**src/rtl/gray_pkg.sv**
```systemverilog
// gray_pkg
// Shared helpers for Gray-coded pointer crossing.
//   bin2gray_f / gray2bin_f : pure combinational encode/decode. They operate on
//                             a MAX_WIDTH-wide vector. Callers zero-extend a
//                             narrower pointer into it and truncate the result.
//                             Zero upper bits do not disturb either transform.
//   MIN_SYNC_STAGES         : smallest synchronizer depth ever built.
package gray_pkg;

  localparam int MAX_WIDTH       = 64;
  localparam int MIN_SYNC_STAGES = 2;

  function automatic logic [MAX_WIDTH-1:0] bin2gray_f(input logic [MAX_WIDTH-1:0] bin);
    return bin ^ (bin >> 1);
  endfunction

  // Decode from the MSB down. Each binary bit is the XOR of all Gray bits at or
  // above it.
  function automatic logic [MAX_WIDTH-1:0] gray2bin_f(input logic [MAX_WIDTH-1:0] gray);
    logic [MAX_WIDTH-1:0] bin;
    bin = '0;
    bin[MAX_WIDTH-1] = gray[MAX_WIDTH-1];
    for (int i = MAX_WIDTH - 2; i >= 0; i--) begin
      bin[i] = bin[i+1] ^ gray[i];
    end
    return bin;
  endfunction

endpackage

```
**src/rtl/gray_sync_chain.sv**
```systemverilog
// gray_sync_chain
// Multi-flop synchronizer for a Gray-coded bus. It is a plain register chain
// with no logic between the flops. Depth is max(STAGES, MIN_SYNC_STAGES).
// Ports:
//   clk   : destination clock (rising edge)
//   rst_n : asynchronous active-low reset; every stage is loaded with INITIAL_VAL
//   d     : asynchronous Gray input
//   q     : output of the last stage
module gray_sync_chain
  import gray_pkg::*;
#(
  parameter int               WIDTH       = 10,
  parameter int               STAGES      = 2,
  parameter logic [WIDTH-1:0] INITIAL_VAL = '0
) (
  input  logic             clk,
  input  logic             rst_n,
  input  logic [WIDTH-1:0] d,
  output logic [WIDTH-1:0] q
);

  localparam int NUM_STAGES = (STAGES < MIN_SYNC_STAGES) ? MIN_SYNC_STAGES : STAGES;

  logic [WIDTH-1:0] stage_q [NUM_STAGES];

  always_ff @(posedge clk or negedge rst_n) begin
    if (!rst_n) begin
      for (int k = 0; k < NUM_STAGES; k++) begin
        stage_q[k] <= INITIAL_VAL;
      end
    end else begin
      stage_q[0] <= d;
      for (int k = 1; k < NUM_STAGES; k++) begin
        stage_q[k] <= stage_q[k-1];
      end
    end
  end

  assign q = stage_q[NUM_STAGES-1];

endmodule

```
**src/rtl/gray_ptr_sync.sv**
```systemverilog
// gray_ptr_sync
// Pointer-crossing endpoint. It holds a local binary pointer and exports it as
// a registered Gray code. It also synchronizes a foreign Gray pointer, decodes
// it, and reports the modular difference between the two pointers.
// Ports:
//   clk              : sole clock, rising edge
//   rst_n            : asynchronous active-low reset
//   inc              : increment local pointer at this edge
//   local_bin        : local pointer, binary
//   local_gray       : local pointer, Gray, straight from a flop (safe to export)
//   remote_gray      : foreign-domain Gray pointer, asynchronous to clk
//   remote_gray_sync : remote_gray after the synchronizer chain
//   remote_bin       : binary decode of remote_gray_sync (combinational)
//   diff             : (local_bin - remote_bin) mod 2^WIDTH (combinational)
module gray_ptr_sync
  import gray_pkg::*;
#(
  parameter int               WIDTH       = 10,
  parameter int               STAGES      = 2,
  parameter logic [WIDTH-1:0] INITIAL_VAL = '0
) (
  input  logic             clk,
  input  logic             rst_n,
  input  logic             inc,
  output logic [WIDTH-1:0] local_bin,
  output logic [WIDTH-1:0] local_gray,
  input  logic [WIDTH-1:0] remote_gray,
  output logic [WIDTH-1:0] remote_gray_sync,
  output logic [WIDTH-1:0] remote_bin,
  output logic [WIDTH-1:0] diff
);

  logic [WIDTH-1:0] local_bin_q;
  logic [WIDTH-1:0] local_gray_q;
  logic [WIDTH-1:0] next_bin;

  assign next_bin = local_bin_q + WIDTH'(1);

  // Gray is computed from the incremented value and registered alongside the
  // binary count. This keeps local_gray a single flop output with no glitches.
  always_ff @(posedge clk or negedge rst_n) begin
    if (!rst_n) begin
      local_bin_q  <= '0;
      local_gray_q <= '0;
    end else if (inc) begin
      local_bin_q  <= next_bin;
      local_gray_q <= WIDTH'(bin2gray_f(MAX_WIDTH'(next_bin)));
    end
  end

  gray_sync_chain #(
    .WIDTH       (WIDTH),
    .STAGES      (STAGES),
    .INITIAL_VAL (INITIAL_VAL)
  ) u_remote_sync (
    .clk   (clk),
    .rst_n (rst_n),
    .d     (remote_gray),
    .q     (remote_gray_sync)
  );

  assign remote_bin = WIDTH'(gray2bin_f(MAX_WIDTH'(remote_gray_sync)));
  assign local_bin  = local_bin_q;
  assign local_gray = local_gray_q;
  assign diff       = local_bin_q - remote_bin;

endmodule

```
**config.mk**
```make
export PLATFORM = sky130hd
export DESIGN_NAME = gray_ptr_sync
export DESIGN_NICKNAME = d
export VERILOG_FILES = /design/src/rtl/gray_pkg.sv /design/src/rtl/gray_sync_chain.sv /design/src/rtl/gray_ptr_sync.sv
export SDC_FILE = /design/constraint.sdc
export NUM_CORES = 1
export LEC_CHECK = 0
export BUFFER_PORTS_ARGS = -buffer_cell sky130_fd_sc_hd__buf_4
export CORE_MARGIN = 10
export CORE_UTILIZATION = 47
export CTS_CLUSTER_DIAMETER = 100
export DETAILED_ROUTE_END_ITERATION = 10
export GPL_TIMING_DRIVEN = 0
export MAX_ROUTING_LAYER = met4
export PLACE_DENSITY = 0.78
export SYNTH_ARGS = -nofsm -noshare
export SYNTH_HDL_FRONTEND = slang
export SYNTH_SLANG_ARGS = --single-unit
```
**constraint.sdc**
```tcl
create_clock -name clk -period 8.69 [get_ports clk]
set_input_delay 0.4345 -clock clk [delete_from_list [all_inputs] [get_ports clk]]
set_output_delay 0.4345 -clock clk [all_outputs]
set_load 0.02 [all_outputs]
```
# Yosys cells after proc, flatten, opt, wreduce, memory -nomap -nowiden

Cells that the tools add are included.

Bitwise logic cells: 10
$add $sub $neg: 2

Operators by type and width:

| cell                  | count |
|---|---|
| $add 10x1->10 const B | 1 |
| $sub 10x10->10        | 1 |
| $xor 10x9->10         | 1 |
| $xor 1x1->1           | 9 |

Word-level logic and storage cells: 16
Output and inout bits: 50
Bits of input ports: 13
Bits in registers: 40

# Logic depth before layout (Yosys ltp)

Gate-level depths: netlist of run 1.

Depth in word-level cells: 10
Mapped depth: 15
Depth with buffers taken out: 15

# Hierarchy

Synthesis of run 1 repeated with hierarchy kept, for this count alone.

Cell total of the unflattened synthesis: 231
Area, all modules: 2,337.2 µm²

By module, submodules not included:

| module          | area each (µm²) | sequential area each (µm²) | cells each | times used |
|---|---|---|---|---|
| gray_ptr_sync   | 1,761.7         | 475.5                      | 201        | 1 |
| gray_sync_chain | 575.6           | 500.5                      | 30         | 1 |

# Worst setup path after synthesis of run 1

Ideal clock, no wire load.

Path type: flip-flop to output port
Start: register u_remote_sync.stage_q, in the netlist u_remote_sync.q[7]
End: output port diff[8]
Data required time: 8.255 ns
Arrival time: 4.107 ns
Slack: 4.149 ns
Cell stages (with the launch flop): 16
Buffers on the path: 0
Cell sequence: dfrtp_1 -> xor2_1 -> xor3_2 -> xnor2_2 -> inv_2 -> xnor2_1 -> xor2_1 -> ha_1 -> inv_1 -> ha_1 -> a21o_1 -> a21oi_1 -> o22a_4 -> o31ai_4 -> a311oi_2 -> xnor2_1

Longest elaborated chain between the ends: 9

Ends and longest elaborated chain:

| what                              | RTL line              | RTL |
|---|---|---|
| from (decl)                       | gray_sync_chain.sv:24 | `logic [WIDTH-1:0] stage_q [NUM_STAGES];` |
| from (signal, indexed assignment) | gray_sync_chain.sv:34 | `stage_q[k] <= stage_q[k-1];` |
| $xor 1x1->1 (4 in series)         | gray_pkg.sv:24        | `bin[i] = bin[i+1] ^ gray[i];` |
| via remote_bin[4]                 | gray_ptr_sync.sv:29   | `output logic [WIDTH-1:0] remote_bin,` |
| $xor 1x1->1                       | gray_pkg.sv:24        |  |
| via remote_bin[3]                 | gray_ptr_sync.sv:29   |  |
| $xor 1x1->1 (2 in series)         | gray_pkg.sv:24        |  |
| via remote_bin[1]                 | gray_ptr_sync.sv:29   |  |
| $xor 1x1->1                       | gray_pkg.sv:24        |  |
| via remote_bin[0]                 | gray_ptr_sync.sv:29   |  |
| $sub 10x10->10                    | gray_ptr_sync.sv:65   | `assign diff = local_bin_q - remote_bin;` |
| to (decl)                         | gray_ptr_sync.sv:30   | `output logic [WIDTH-1:0] diff` |

The timed path passes the listed nets, and every way through them passes these cells.

# Worst setup path in the final report of run 1

Start: register u_remote_sync.stage_q, in the netlist u_remote_sync.q[7]
End: output port diff[7]

Longest elaborated chain between the ends: 9

Ends and longest elaborated chain:

| what                      | RTL line |
|---|---|
| $xor 1x1->1 *             | gray_pkg.sv:24 |
| $xor 1x1->1 (7 in series) | gray_pkg.sv:24 |
| $sub 10x10->10 *          | gray_ptr_sync.sv:65 |

Mark *: on every way between the ends. The rest lies on a longest branch, timed or not.

==> metrics.yaml, run 1 <==
status: "finished, final reports clean"
yosys_most_used_dff: "dfrtp_1"
diodes: 0
wl_per_cell_um: 13.79
cp_top_family: "XOR/XNOR gates"
clk_latency_ps: 290
fin_area_um2: 2952
worst-setup-path-type: "flip-flop to primary output"
wl_um: 5076
crit_fanout: 6
dr.first_iter.drc_count: 110
ys_ff_latch: 39
placed_cells: 360
via_per_inst: 4.796
hp-class: "input port to async pin"
cts_hold_buf: 0
yosysTopAreaCellShare_pct: 42.48
dp_hpwl_um: 3973
setup-violations-final: 0
finClkSkew_ps: 1.320
synth_area_per_cell_um2: 9.902
cp-end-kind: "primary output"
maxCapViolCount: 0
synthXorXnorAreaFrac_pct: 18.90
path_cells: "xor2_1 -> xor3_2 -> xnor2_2 -> inv_2 -> xnor2_1 -> xor2_1 -> ha_1 -> inv_1 -> maj3_1 -> a21oi_1 -> o311ai_1 -> a21oi_2 -> nor3_1 -> a311o_1 -> buf_4"
yosysTopAreaCell: "dfrtp_1"
clk_pin_slew_worst_paths_ps: 80
ys_seq_area_share_pct: 42.48
grt_pass1_wl_um: 8383
core_area_um2: 4723
fin_nets: 321
root_buffer: "clkbuf_8"
async_flop_share_pct: 100.0
synth_area_leaders: "dfrtp_1, xnor2_1, ha_1"
fin_cells: 368
p_sw_uw: 503.8
num_rows: 25
fin_ws_ps: 4109
combPwrFrac_pct: 64.6
cts.path.max_buffers: 2
synth_compound_area_share_pct: 13.02
cts_tree: "done"
synth_top_family_by_area: "XOR/XNOR gates"
synthesis.nets: 253
p_leak_nw: 1.391
timing.final.crit_share_pct: 52.71
synth.distinct_cells: 40
arrival_ps: 4150
synthAdderAreaFrac_pct: 4.793
start_kind: "flip-flop"
cts_max_level: 2
synth_edf_count: 0
dr_wl_met2_um: 2652
netlist_instances: 232
power_density_nw_per_um2: 381.6
grt.total_usage_pct: 12.68
gp_congestion: 0.8505
finalHoldViolCount: 0
ys_warn_count: 0
synth_mux_area_share_pct: 2.342
drc: 0
clock_power_share_pct: 13.2
synth-simple-area-share_pct: 9.695
cts_resized: 0
antenna_left: 0
placed_cell_area_um2: 2839
port_buffers: 61
critPathBufInv: 3
cts_buffers: 5
post-cts-setup-buffer-count: 0
fmax_mhz: 218.3
syn_to_final_growth_pct: 28.49
fillCellCount: 406
drt_pass1_iterations: 4
dr_wl_met3_um: 190
path_common_cell: "xor2_1"
dr.max_layer_used: "met4"
die_area_um2: 8084
seq_power_share_pct: 22.2
crit_slowest_cell: "xor3_2"
grt.overflow.total: 0
synth_most_common_cell: "dfrtp_1"
maxSlewViolCount: 0
period_minus_slack_ps: 4581
grt_antenna_before_repair: 0
rsz0062_at_grt: "no"
dr_total_vias: 1765
drive_gt1_share_pct: 31.23
start_util_pct: 48.64
peakVddDrop_mv: 0.2582
grt_max_degree: 40
dp_slack_ps: 4407
met1_length_um: 2169
clkSinkCount: 39
die_h_um: 89.91
worst_pin_slew_ps: 519.6
relSlewSlack_pct: 65.36
tns_ps: 0
synthTopCellsByCount: "dfrtp_1, xnor2_1, a21oi_1"
grt_pass1_vias: 1744
syn_area_um2: 2297
top_level_ports: 63
slowest_delay_ps: 510
p_int_uw: 622.5
power_mw: 1.126
dieWidth_um: 89.91
cp.required_ps: 8260
swShare_pct: 44.73
-- flip-flops by register name, summed over array words and instances, names as in the netlist --
| signal | cells |
|---|---|
| local_gray | 9 |
| u_remote_sync.q | 10 |
| u_remote_sync.stage_q | 10 |
| local_bin | 10 |
-- metrics by stage --
step	utilization, %	hold WS (ps)
2_1_floorplan	-	138.9
3_3_place_gp	60.11	332.4
3_5_place_dp	60.11	336.3
4_1_cts	62.49	110.7
5_1_grt	62.49	128.0
6_report	62.49	92.32
-- path summary, 6_finish.rpt --
path | start | end | slack, ps | cells after the start
setup / recovery | u_remote_sync.q[7]$_DFF_PN0_ | diff[7] | 4110 | 15
hold / removal | rst_n | u_remote_sync.q[0]$_DFF_PN0_ | 90 | 1
setup reg to reg | local_bin[1]$_DFFE_PN0P_ | local_gray[8]$_DFFE_PN0P_ | 6500 | 8
hold reg to reg | u_remote_sync.stage_q[18]$_DFF_PN0_ | u_remote_sync.q[8]$_DFF_PN0_ | 350 | 0
max in group asynchronous | rst_n | local_bin[4]$_DFFE_PN0P_ | 8270 | 1
min in group clk | remote_gray[9] | u_remote_sync.stage_q[19]$_DFF_PN0_ | 250 | 1
-- power groups by stage --
stage / Clock (mW) / Combinational (mW) / Sequential (mW)
5_1_grt: 0.161 / 0.791 / 0.256
3_3_place_gp: 0 / 0.719 / 0.251
3_5_place_dp: 0 / 0.732 / 0.254
2_1_floorplan: 0 / 0.459 / 0.286
4_1_cts: 0.152 / 0.736 / 0.250
6_report: 0.149 / 0.727 / 0.250
-- layer usage --
| layer | vias to the layer above | GRT usage [%] |
|---|---|---|
| met5 | - | - |
| met4 | 0 | 4.111 |
| met3 | 6 | 2.993 |
| met2 | 34 | 22.03 |
| met1 | 830 | 14.00 |
| li1 | 895 | - |
-- worst reg2reg max path, cell delays in order (launching register included) --
cell and delay (ps):
dfrtp_1 420, clkbuf_1 400, nand3_1 120, nor2_1 370, nand2_1 160, mux2i_1 150
a31oi_1 210, xnor2_1 140, a21oi_1 80
-- logic make-up after synthesis --
logic type,Yosys count
AOI/OAI and AO/OA,44
muxes,5
and+or+nand+nor,48
xor gates and xnor gates,46
adders and majority gates,9
buffers and inverters,41
DFF,39
-- layout make-up --
cell class	instances	area, um2	area share (%)
clock buffer	5	68.82	2.331
clock inverter	3	43.79	1.484
inverter	15	56.30	1.908
multi-input combinational	152	1120	37.94
sequential	39	975.9	33.06
buffer	26	145.1	4.917
timing repair buffer	61	457.9	15.52
tap	67	83.83	2.840
-- cell usage in the layout (no fill, tap or decap), types with 5 or more instances in the layout --
master / instances
a21oi_1: 19
nor2_1: 14
dfrtp_1: 39
clkbuf_8: 5
clkbuf_1: 11
inv_1: 14
buf_4: 73
nand3_1: 6
o21ai_0: 8
xor2_1: 11
xnor2_1: 32
nand2_1: 14
ha_1: 8
Power figures use the tool's default switching activity.
==> run 2, diff against run 1 <==
==> constraint.sdc (replaced) <==
create_clock -name clk -period 4.4 [get_ports clk]
set_input_delay 0.22 -clock clk [delete_from_list [all_inputs] [get_ports clk]]
set_output_delay 0.22 -clock clk [all_outputs]
set_load 0.02 [all_outputs]
==> run 2 against run 1 <==
Compared with the run above:
- clock power increased by 98%
- worst setup slack got worse by 3900 ps
- worst hold slack got worse by 60 ps
- register-to-register slack got worse by 4300 ps
- die area unchanged
- largest power group unchanged
- power increased by 100%
- utilization increased by 2.6 points
- global-route usage increased by 0.053 points
- via count increased by 1.4%
- first-iteration DRC count decreased by 26%
- non-clock buffer count increased by 8
==> metrics.yaml, run 2 (synthesized netlist as in run 1, its figures left out) <==
status: "finished, final reports clean"  # unchanged
diodes: 0  # unchanged
dr_total_vias: 1789  # was 1765
fin_nets: 329  # was 321
layout_commonest_cell: "buf_4"  # unchanged
root_buffer: "clkbuf_8"  # unchanged
dp_hpwl_um: 3973  # unchanged
grt_antenna_before_repair: 0  # unchanged
finClkSkew_ps: 3.068  # was 1.320 ps
die_h_um: 89.91  # unchanged
peakVddDrop_mv: 0.5108  # was 0.2582 mV
multi_input_area_um2: 1179  # was 1120 um2
antenna_left: 0  # unchanged
worstHoldEndpoint: "u_remote_sync.stage_q[17]$_DFF_PN0_"
grt_pass1_vias: 1748  # was 1744
min_from: "remote_gray[7]"
top_level_ports: 63  # unchanged
drive_gt1_share_pct: 34.95  # was 31.23%
maxCapViolCount: 0  # unchanged
hp-class: "input port to flip-flop"  # was input port to async pin
cts.path.max_buffers: 2  # unchanged
clkSinkCount: 39  # unchanged
finalHoldViolCount: 0  # unchanged
p_leak_nw: 1.437  # was 1.391 nW
cp-end-kind: "primary output"  # unchanged
cts_max_level: 2  # unchanged
worstSetupStartpoint: "u_remote_sync.q[9]$_DFF_PN0_"  # was u_remote_sync.q[7]$_DFF_PN0_
fmax_mhz: 239.4
setup-violations-final: 0  # unchanged
fin_ws_ps: 222.1  # was 4109 ps
path_cells: "xnor2_4 -> xor3_2 -> xnor2_4 -> inv_4 -> xnor2_4 -> xor2_2 -> ha_2 -> inv_1 -> maj3_2 -> a21oi_1 -> o311ai_1 -> a21oi_2 -> nor3_1 -> a311o_1 -> buf_4"  # was xor2_1 -> xor3_2 -> xnor2_2 -> inv_2 -> xnor2_1 -> xor2_1 -> ha_1 -> inv_1 -> maj3_1 -> a21oi_1 -> o311ai_1 -> a21oi_2 -> nor3_1 -> a311o_1 -> buf_4
start_util_pct: 48.64  # unchanged
cp.required_ps: 4180  # was 8260 ps
num_rows: 25  # unchanged
rrSetupSlack_ps: 2200  # was 6500 ps
clk_latency_ps: 290  # about the same
power_density_nw_per_um2: 744.0  # was 381.6 nW/um2
regArea_um2: 977.2  # was 975.9 um2
drc: 0  # unchanged
wl_per_cell_um: 14.07  # was 13.79 um
rsz0062_at_grt: "yes"  # was no
fin_cells: 376  # was 368
power_mw: 2.289  # was 1.126 mW
port_buffers: 61  # unchanged
cts_buffers: 5  # unchanged
slowest_delay_ps: 540  # was 510 ps
grt.overflow.total: 0  # unchanged
crit_slowest_cell: "xor3_2"  # unchanged
worst_pin_slew_ps: 512.7  # was 519.6 ps
gp_congestion: 0.8505  # unchanged
wl_um: 5290  # was 5076 um
dieWidth_um: 89.91  # unchanged
grt_pass1_wl_um: 8418  # was 8383 um
period_minus_slack_ps: 4178
crit_fanout: 6  # unchanged
core_area_um2: 4723  # unchanged
most-common-layout-cells: "buf_4, dfrtp_1, xnor2_1"  # unchanged
grt_max_degree: 40  # unchanged
reg2reg_depth: 8  # unchanged
relSlewSlack_pct: 65.82  # was 65.36%
dp_slack_ps: 331.7  # was 4407 ps
via_per_inst: 4.758  # was 4.796
arrival_ps: 3960  # was 4150 ps
r2r-start: "local_bin[1]$_DFFE_PN0P_"  # unchanged
r2r_end: "local_gray[8]$_DFFE_PN0P_"  # unchanged
fillCellCount: 391  # was 406
drt_pass1_iterations: 4  # unchanged
die_area_um2: 8084  # unchanged
dr.first_iter.drc_count: 81  # was 110
worst-setup-path-type: "flip-flop to primary output"  # unchanged
cts_tree: "done"  # unchanged
clk_pin_slew_worst_paths_ps: 80  # about the same
hold_path_depth: 1
syn_to_final_growth_pct: 33.93  # was 28.49%
fin_area_um2: 3077  # was 2952 um2
placed_cells: 360  # unchanged
grt.total_usage_pct: 12.73  # was 12.68%
maxSlewViolCount: 0  # unchanged
start_kind: "flip-flop"  # unchanged
path_common_cell: "xnor2_4"  # was xor2_1
timing.final.crit_share_pct: 94.95
placed_cell_area_um2: 2839  # unchanged
-- run 2: timing repair --
| item | in CTS | in global routing |
|---|---|---|
| hold buffers | 1 | 0 |
| endpoints found under the setup margin | 0 | 5 |
| hold endpoints to repair | 39 | 0 |
| gates resized for setup | 0 | 11 |
| setup buffers | 0 | 7 |
-- run 2: how the worst max path moves through the flow --
stage,endpoint,slack [ps],depth (start not counted)
finish,diff[7],220,15
CTS,diff[7],10,15
floorplan,diff[8],70,15
global placement,diff[7],380,15
global route,diff[7],-80,15
detailed placement,diff[7],330,15
-- run 2: per-layer routing --
metal / up-vias / GRT usage, % / share of wire [%]
li1: 911 / - / -
met1: 844 / 14.05 / 43
met2: 32 / 22.15 / 54
met3: 2 / 2.993 / 3.0
met4: 0 / 4.111 / 0.72
met5: - / - / 0
-- run 2: per-stage QoR --
stage	TNS [ps]	util [%]	hold WS, ps
2_1_floorplan	0	-	-75.59
3_3_place_gp	0	60.11	205.6
3_5_place_dp	0	60.11	211.8
4_1_cts	0	62.70	28.05
5_1_grt	-76.46	65.14	22.20
6_report	0	65.14	32.21
-- run 2: critical path, delay by kind of cell (launching register included) --
kind | cells | cell delay [ps]
xor+xnor | 5 | 1380
compound gates | 4 | 880
fa+ha+maj | 2 | 540
flops | 1 | 460
buf+inv | 3 | 320
simple gates | 1 | 80
-- run 2: cell type report --
class                   count  area share [%]
repair buffers             69           16.92
flip-flops and latches     39           31.76
multi-input cells         152           38.31
well taps                  67           2.725
inverters                  15           1.911
plain buffers              26           4.717
clock buffers               5           2.237
clock inverters             3           1.423
-- run 2: report_power, final --
part / leakage, nW / total, mW / internal (mW) / switching [mW]
combinational: 0.913 / 1.50 / 0.671 / 0.827
sequential: 0.466 / 0.496 / 0.432 / 0.0641
clock: 0.0581 / 0.295 / 0.169 / 0.126
